[src/rtl/shift_pkg.sv]
// shift_pkg: shared constants for the shift arbiter slice.
//   MODE_*   : shifter operation encodings carried on reqN_mode.
//   ST_*     : result buffer state encoding (EMPTY / FULL).
package shift_pkg;

    localparam logic [1:0] MODE_SLL = 2'b00;
    localparam logic [1:0] MODE_SRA = 2'b01;
    localparam logic [1:0] MODE_ROR = 2'b10;

    localparam logic [0:0] ST_EMPTY = 1'b0;
    localparam logic [0:0] ST_FULL  = 1'b1;

endpackage

[src/rtl/Shifter.sv]
// Shifter: combinational 16-bit barrel shifter.
//   data_in  : operand
//   shamt    : shift amount 0-15
//   mode     : 00 SLL, 01 SRA, 10 ROR (11 also executes as ROR)
//   data_out : result
module Shifter
    import shift_pkg::*;
(
    input  logic [15:0] data_in,
    input  logic [3:0]  shamt,
    input  logic [1:0]  mode,
    output logic [15:0] data_out
);

    always_comb begin
        data_out = data_in;
        case (mode)
            MODE_SLL: data_out = data_in << shamt;
            MODE_SRA: data_out = $signed(data_in) >>> shamt;
            // Rotate: a left shift by 16 yields zero, so shamt 0 passes through.
            default:  data_out = (data_in >> shamt) |
                                 (data_in << (5'd16 - {1'b0, shamt}));
        endcase
    end

endmodule

[src/rtl/shift_arbiter.sv]
// shift_arbiter: round-robin sharing of one barrel shifter between two
// requesters, with a one-entry registered result buffer (1-cycle latency).
//   clk, rst                : clock, synchronous active-high reset
//   req0_* / req1_*         : valid/ready request ports (data, shamt, mode, tag)
//   rsp_valid / rsp_ready   : response handshake
//   rsp_data/rsp_src/rsp_tag: shifted result, source index, request tag
module shift_arbiter
    import shift_pkg::*;
#(
    parameter int WIDTH = 16,
    parameter int TAG_W = 3
) (
    input  logic             clk,
    input  logic             rst,

    input  logic             req0_valid,
    output logic             req0_ready,
    input  logic [WIDTH-1:0] req0_data,
    input  logic [3:0]       req0_shamt,
    input  logic [1:0]       req0_mode,
    input  logic [TAG_W-1:0] req0_tag,

    input  logic             req1_valid,
    output logic             req1_ready,
    input  logic [WIDTH-1:0] req1_data,
    input  logic [3:0]       req1_shamt,
    input  logic [1:0]       req1_mode,
    input  logic [TAG_W-1:0] req1_tag,

    output logic             rsp_valid,
    input  logic             rsp_ready,
    output logic [WIDTH-1:0] rsp_data,
    output logic             rsp_src,
    output logic [TAG_W-1:0] rsp_tag
);

    logic [0:0]       state;
    logic             last_grant;
    logic             grant0;
    logic             grant1;
    logic             can_accept;
    logic             accept;

    logic [WIDTH-1:0] sh_data;
    logic [3:0]       sh_shamt;
    logic [1:0]       sh_mode;
    logic [TAG_W-1:0] sel_tag;
    logic [WIDTH-1:0] sh_result;

    // On contention the requester not granted last wins.
    assign grant0 = req0_valid & (~req1_valid | last_grant);
    assign grant1 = req1_valid & (~req0_valid | ~last_grant);

    assign can_accept = (state == ST_EMPTY) | rsp_ready;

    assign req0_ready = grant0 & can_accept & ~rst;
    assign req1_ready = grant1 & can_accept & ~rst;
    assign accept     = req0_ready | req1_ready;

    assign rsp_valid  = (state == ST_FULL);

    always_comb begin
        sh_data  = req0_data;
        sh_shamt = req0_shamt;
        sh_mode  = req0_mode;
        sel_tag  = req0_tag;
        if (grant1) begin
            sh_data  = req1_data;
            sh_shamt = req1_shamt;
            sh_mode  = req1_mode;
            sel_tag  = req1_tag;
        end
    end

    Shifter u_shifter (
        .data_in  (sh_data),
        .shamt    (sh_shamt),
        .mode     (sh_mode),
        .data_out (sh_result)
    );

    always_ff @(posedge clk) begin
        if (rst) begin
            state      <= ST_EMPTY;
            last_grant <= 1'b1;
            rsp_data   <= '0;
            rsp_src    <= 1'b0;
            rsp_tag    <= '0;
        end else if (accept) begin
            // Covers both EMPTY fill and FULL drain-and-reload in one edge.
            state      <= ST_FULL;
            last_grant <= grant1;
            rsp_data   <= sh_result;
            rsp_src    <= grant1;
            rsp_tag    <= sel_tag;
        end else if (state == ST_FULL && rsp_ready) begin
            state <= ST_EMPTY;
        end
    end

endmodule

[config.mk]
export PLATFORM = sky130hd
export DESIGN_NAME = shift_arbiter
export DESIGN_NICKNAME = d
export VERILOG_FILES = /design/src/rtl/shift_pkg.sv /design/src/rtl/Shifter.sv /design/src/rtl/shift_arbiter.sv
export SDC_FILE = /design/constraint.sdc
export NUM_CORES = 1
export LEC_CHECK = 0
export BUFFER_PORTS_ARGS = -buffer_cell sky130_fd_sc_hd__buf_2
export CORE_ASPECT_RATIO = 1.4
export CORE_UTILIZATION = 43
export DETAILED_ROUTE_END_ITERATION = 10
export PLACE_DENSITY = 0.64
export SKIP_LAST_GASP = 1
export SLEW_MARGIN = 10
export SYNTH_ARGS = -nofsm -noshare
export SYNTH_HDL_FRONTEND = slang
export SYNTH_SLANG_ARGS = --single-unit
[constraint.sdc]
create_clock -name clk -period 2.51 [get_ports clk]
set_input_delay 0.251 -clock clk [delete_from_list [all_inputs] [get_ports clk]]
set_output_delay 0.251 -clock clk [all_outputs]
set_load 0.01 [all_outputs]
==> results of run 1 <==
==> timing repair <==
| item | CTS | global route |
|---|---|---|
| gates resized for setup | 2 | 4 |
| pin swaps | 0 | 1 |
| gates cloned | 0 | 1 |
| setup endpoints to repair | 2 | 9 |
| setup buffers | 0 | 5 |
| hold buffers | 0 | 0 |
==> placed cells by master (no fill, tap or decap), types with 8 or more instances in the layout <==
master	count
a21oi_1	27
a211oi_1	15
nand2_1	32
nor2_1	50
o21ai_0	39
mux2_2	27
nor3_1	12
mux2i_1	100
nand2b_1	9
dfxtp_1	21
nand3_1	8
a31oi_1	13
nor2b_1	9
buf_4	54
buf_2	77
==> cell type report <==
cell class	count	area, um2
Clock buffer	4	88.84
Fill cell	868	3905
Inverter	2	7.507
Multi-Input combinational cell	435	3243
Sequential cell	22	441.7
Tap cell	105	131.4
Timing Repair Buffer	136	890.9
==> cell families after synthesis <==
group / Yosys count / share of synthesized area [%]
simple gates: 135 / 15.79
compound gates: 157 / 27.06
buf+inv: 45 / 6.820
xor+xnor: 2 / 0.4484
flops: 22 / 11.27
mux: 140 / 38.62
==> critical path, stage by stage (launching register included) <==
cell and delay [ns]:
dfxtp_2 0.38, a21bo_4 0.27, buf_4 0.14, buf_4 0.16
a211oi_1 0.23, a21oi_1 0.09, a21oi_2 0.28, a211oi_1 0.13
a2111oi_1 0.51, nor3_1 0.09
==> layer usage <==
| metal | track usage (%) | routed length [um] | vias up | part of all wire [%] |
|---|---|---|---|---|
| li1 | - | - | 2107 | - |
| met1 | 38.14 | 6083 | 2108 | 41 |
| met2 | 51.29 | 7058 | 229 | 48 |
| met3 | 3.889 | 975 | 54 | 6.6 |
| met4 | 14.14 | 693 | 0 | 4.7 |
| met5 | 0 | 0 | - | 0 |
==> worst max path at each step <==
stage                              end  slack (ns)  depth (start not counted)
after global placement     rsp_data[0]       -0.17                          9
final                      rsp_data[0]        0.09                          9
after floorplan           rsp_data[15]        0.31                          9
after global routing      rsp_data[14]       0.008                          9
after CTS                  rsp_data[0]        0.01                          8
after detailed placement   rsp_data[0]       -0.11                          9
==> sequential cells by signal, summed over array words and instances (netlist names) <==
register	flops
rsp_tag	3
rsp_src	1
rsp_data	16
rsp_valid	1
last_grant	1
==> power groups by stage <==
stage | sequential, mW | clock, mW | combinational, mW
after floorplan | 0.423 | 0 | 0.745
after global placement | 0.409 | 0 | 1.19
after detailed placement | 0.410 | 0 | 1.18
after CTS | 0.403 | 0.378 | 1.19
after global routing | 0.408 | 0.390 | 1.32
final | 0.405 | 0.374 | 1.24
==> metrics by stage <==
step	worst slack (ns)	total power [mW]	hold WS, ns	setup TNS, ns	util (%)
after global routing	0.008254	2.115	0.2832	0	55.16
after CTS	0.01212	1.972	0.2658	0	54.41
after floorplan	0.3083	1.168	0.4100	0	-
after detailed placement	-0.1129	1.592	0.4838	-0.1264	53.36
after global placement	-0.1743	1.596	0.4668	-0.1743	53.36
final	0.08558	2.014	0.2630	0	55.16
==> flow_summary_export.csv, run 1 <==
group,metric,value,unit
worst_hold_path,min-delay-path-class,"in2reg",
clock_network,clockBufferDepth,2,
timing,fin_crit_sh,96.59,%
global_route,antenna_found_initial,0,
cells_and_area,final_cells,704,
power,internal_power,1.155,mW
clock_network,cts_root_buffer,"clkbuf_16",
setup_path,crit_start,"last_grant",
power,switchingPower,859.2,uW
placement,hpwl,11370,um
setup_path,arrival,2.55,ns
detailed_routing,vias,4498,
power,power_density,419.3,nW/um2
power,p_leak,2.198,nW
floorplanning,start_util,44.87,%
yosys,post-synth-top-count-cell,"mux2i_1",
detailed_routing,drc,0,
setup_path,start_kind,"register",
timing,rsz0062_at_grt,"false",
timing,fmax,0.4125,GHz
power,power.share.sequential,20.1,%
yosys,synthCells,501,
timing,worst_slew_pin_slew,0.8491,ns
cells_and_area,fin_nets,655,
worst_hold_path,hold_end,"rsp_tag[0]",
worst_hold_path,worstHoldPathCells,3,
power,p_comb_share,61.3,%
placement,placed_area,4647,um2
yosys,yosysTopAreaCell,"mux2i_1",
floorplanning,core.rowCount,40,
power,swShare,42.66,%
setup_path,cp-end-kind,"register",
floorplanning,die_h,114.8,um
timing,period_needed,2.424,ns
clock_network,h-tree-depth,1,
timing,maxSlewHeadroom,43.01,%
floorplanning,dieArea,9478,um2
timing,hold_violations,0,
global_route,grt_use_total,30.55,%
setup_path,r2r_slack,0.09,ns
yosys,syn_nets,556,
floorplanning,fp.dieW,82.57,um
yosys,synth_area,3907,um2
yosys,avgSynthCellArea,7.799,um2
floorplanning,ios,78,
global_route,grt_max_degree,43,
clock_network,cts-buffers-inserted,3,
timing,clock_skew,0.003954,ns
cells_and_area,num_antenna_cells,0,
setup_path,r2r_cells,9,
clock_network,cts_tree,"yes",
global_route,grt_pass1_vias,4244,
placement,io_buffers,77,
cells_and_area,area_growth,22.93,%
placement,placed_cells,694,
global_route,grt_overflow,0,
detailed_routing,drt_iter0_drc,314,
worst_hold_path,hp-start,"req1_tag[0]",
setup_path,r2r-start,"last_grant",
yosys,synthFlopType,"dfxtp_1",
setup_path,critPathMaxFanout,8,
yosys,synth_area_leaders,"mux2i_1 (26%), dfxtp_1 (11%), mux2_2 (7.8%), o21ai_0 (5.1%), nor2_1 (4.8%)",
cells_and_area,drive_gt1_share,32.39,%
yosys,yosys-top-cells-count,"mux2i_1 (101), nor2_1 (50), o21ai_0 (40)",
yosys,synth_top_area_share,25.87,%
job,cap_violations,0,
setup_path,r2r_end,"rsp_data[0]",
yosys,synth_async_sr_flop_share,0,%
yosys,synth_cell_type_count,61,
yosys,synth-seq-cells,22,
cells_and_area,final_area,4803,um2
yosys,ys.warnings.count,0,
power,vdd_drop_max,0.4209,mV
timing,setup_viol,0,
setup_path,crit_required,2.64,ns
floorplanning,core_area,8708,um2
detailed_routing,routedWlPerCell,21.04,um
global_route,grt_first_pass_wirelength,22170,um
timing,slew_viol_final,0,
clock_network,cts_sinks,22,
placement,place_congestion,1.040,
power,p_clk_share,18.6,%
yosys,synth_seq_area_share,11.27,%
detailed_routing,drt-total-wl,14810,um
outcome,outcome,"finished clean",
detailed_routing,antenna_left,0,
setup_path,worstSetupPathType,"reg2reg",
detailed_routing,drtPass1Iterations,5,
clock_network,path_clk_slew,0.06,ns
yosys,synth_edf_count,0,
clock_network,clock_latency,0.25,ns
detailed_routing,vias_per_cell,6.389,
No activity file was read; power rests on OpenSTA's default activity.
==> inputs of run 2 (changes only) <==
==> constraint.sdc (replaced) <==
create_clock -name clk -period 2.51 [get_ports clk]
set_input_delay 0.502 -clock clk [delete_from_list [all_inputs] [get_ports clk]]
set_output_delay 0.502 -clock clk [all_outputs]
set_load 0.01 [all_outputs]
==> flow_summary_export.csv, run 2 (same netlist as run 1, synthesis figures left out) <==
group,metric,value,unit
timing,setup_viol,0,
clock_network,cts_setup_buffers,0,
setup_path,critPathMaxFanout,22,
cells_and_area,layout_commonest_cell,"buf_4",
cells_and_area,reg_top3,"rsp_data x16, rsp_tag x3",
job,cap_violations,0,
setup_path,arrival,2.52,ns
detailed_routing,drtPass1Iterations,5,
placement,io_buffers,77,
setup_path,cp-end-kind,"register",
worst_hold_path,worstHoldPathCells,2,
power,p_leak,2.539,nW
cells_and_area,fin_util,61.28,%
placement,placed_cells,773,
setup_path,endpoint,"rsp_data[0]",
floorplanning,dieArea,9478,um2
global_route,grt_first_pass_wirelength,24510,um
cells_and_area,largest_register_ffs,16,
timing,hold_violations,0,
detailed_routing,drt_iter0_drc,304,
clock_network,cts_root_buffer,"clkbuf_16",
floorplanning,core_area,8708,um2
global_route,grt_pass1_vias,4672,
setup_path,cp_cell_sequence,"buf_2 > a21bo_4 > buf_12 > buf_4 > mux2i_1 > o21ai_1 > a211oi_1 > a211oi_1 > a2111oi_2 > nor3_1",
setup_path,critPathMaxStageDelay,0.44,ns
floorplanning,start_util,44.87,%
clock_network,clock_latency,0.26,ns
timing,maxSlewHeadroom,67.11,%
timing,clock_skew,0.001133,ns
cells_and_area,final_cells,776,
placement,place_ws,-0.3447,ns
detailed_routing,vias_per_cell,6.106,
cells_and_area,fin_nets,728,
clock_network,clockBufferDepth,2,
power,power_density,406.3,nW/um2
worst_hold_path,min-delay-path-class,"reg2reg",
clock_network,cts-buffers-inserted,3,
outcome,outcome,"finished clean",
clock_network,path_clk_slew,0.06,ns
detailed_routing,routedWlPerCell,20.74,um
clock_network,cts_tree,"yes",
placement,hpwl,13150,um
placement,place_congestion,1.051,
timing,slew_viol_final,0,
cells_and_area,top_register,"rsp_data",
cells_and_area,final_cell_mix,"buf_4 (128), mux2i_1 (99), buf_2 (77), nor2_1 (50), o21ai_0 (39)",
setup_path,r2r_end,"rsp_data[0]",
detailed_routing,antenna_left,0,
timing,worst_slew_pin_slew,0.4928,ns
setup_path,r2r_cells,9,
clock_network,h-tree-depth,1,
floorplanning,ios,78,
cells_and_area,drive_gt1_share,39.94,%
cells_and_area,num_antenna_cells,0,
setup_path,r2r_slack,0.13,ns
clock_network,cts_sinks,22,
setup_path,r2r-start,"last_grant",
global_route,grt_use_total,34.62,%
setup_path,crit_start,"req1_valid",
timing,whs,0.4939,ns
power,finalPower,2.168,mW
setup_path,crit_required,2.65,ns
global_route,grt_max_degree,23,
global_route,grt_overflow,0,
cells_and_area,area_growth,36.57,%
timing,setup_slack,0.1267,ns
detailed_routing,drt-total-wl,16090,um
floorplanning,die_h,114.8,um
setup_path,start_kind,"primary input",
floorplanning,core.rowCount,40,
setup_path,worst_path_max_delay_cell,"a2111oi_2",
setup_path,worstSetupPathType,"in2reg",
global_route,antenna_found_initial,0,
setup_path,path_common_cell,"a211oi_1",
detailed_routing,drc,0,
timing,fmax,0.4196,GHz
power,vdd_drop_max,0.4154,mV
timing,period_needed,2.383,ns
clock_network,cts.hold.buffers_added,0,
floorplanning,fp.dieW,82.57,um
timing,fin_crit_sh,94.95,%
detailed_routing,vias,4738,
## run 2: per-layer routing
metal	track usage, %	up-vias	wire [um]	part of all wire, %
met3	2.063	45	823	5.1
met5	0	-	0	0
met2	62.31	215	8052	50
met1	41.27	2232	6523	41
li1	-	2246	-	-
met4	15.29	0	693	4.3
## run 2: final cells by class
| class | count | area (um2) |
|---|---|---|
| tap | 105 | 131.4 |
| timing repair buffer | 210 | 1446 |
| sequential | 22 | 441.7 |
| inverter | 2 | 7.507 |
| clock buffer | 3 | 75.07 |
| fill | 824 | 3372 |
| multi-input combinational | 434 | 3234 |
## run 2: critical path, delay by kind of cell
kind                   cells  cell delay (ns)
AND/OR/NAND/NOR            1             0.09
multiplexers               1             0.27
AO/OA/AOI/OAI              5             1.21
buffers and inverters      3             0.44
## run 2: repair_timing
item / 4_1_cts / 5_1_grt
gates resized for setup: 2 / 6
pin swaps: 0 / 1
endpoints found under the setup margin: 1 / 3
## run 2: report_power, final
group | leakage [nW] | internal, mW | switching, mW
Sequential | 0.182 | 0.384 | 0.0186
Combinational | 2.32 | 0.663 | 0.759
Clock | 0.0370 | 0.211 | 0.133
Total | 2.54 | 1.26 | 0.910
## run 2: metrics by stage
stage               setup TNS [ns]  area (um2)
floorplan                        0        3908
global placement           -0.9298        5240
detailed placement          -1.064        5240
CTS                              0        5321
global route             -0.005023        5336
finish                           0        5336
## run 2: worst min path at each step
| stage | start | endpoint | slack (ns) |
|---|---|---|---|
| 2_1_floorplan | rsp_tag[0] | rsp_tag[0] | 0.52 |
| 3_3_place_gp | rsp_src | rsp_src | 0.47 |
| 3_5_place_dp | rsp_data[14] | rsp_data[14] | 0.48 |
| 4_1_cts | req0_tag[1] | rsp_tag[1] | 0.50 |
| 5_1_grt | req0_tag[1] | rsp_tag[1] | 0.51 |
| 6_report | rsp_tag[1] | rsp_tag[1] | 0.49 |
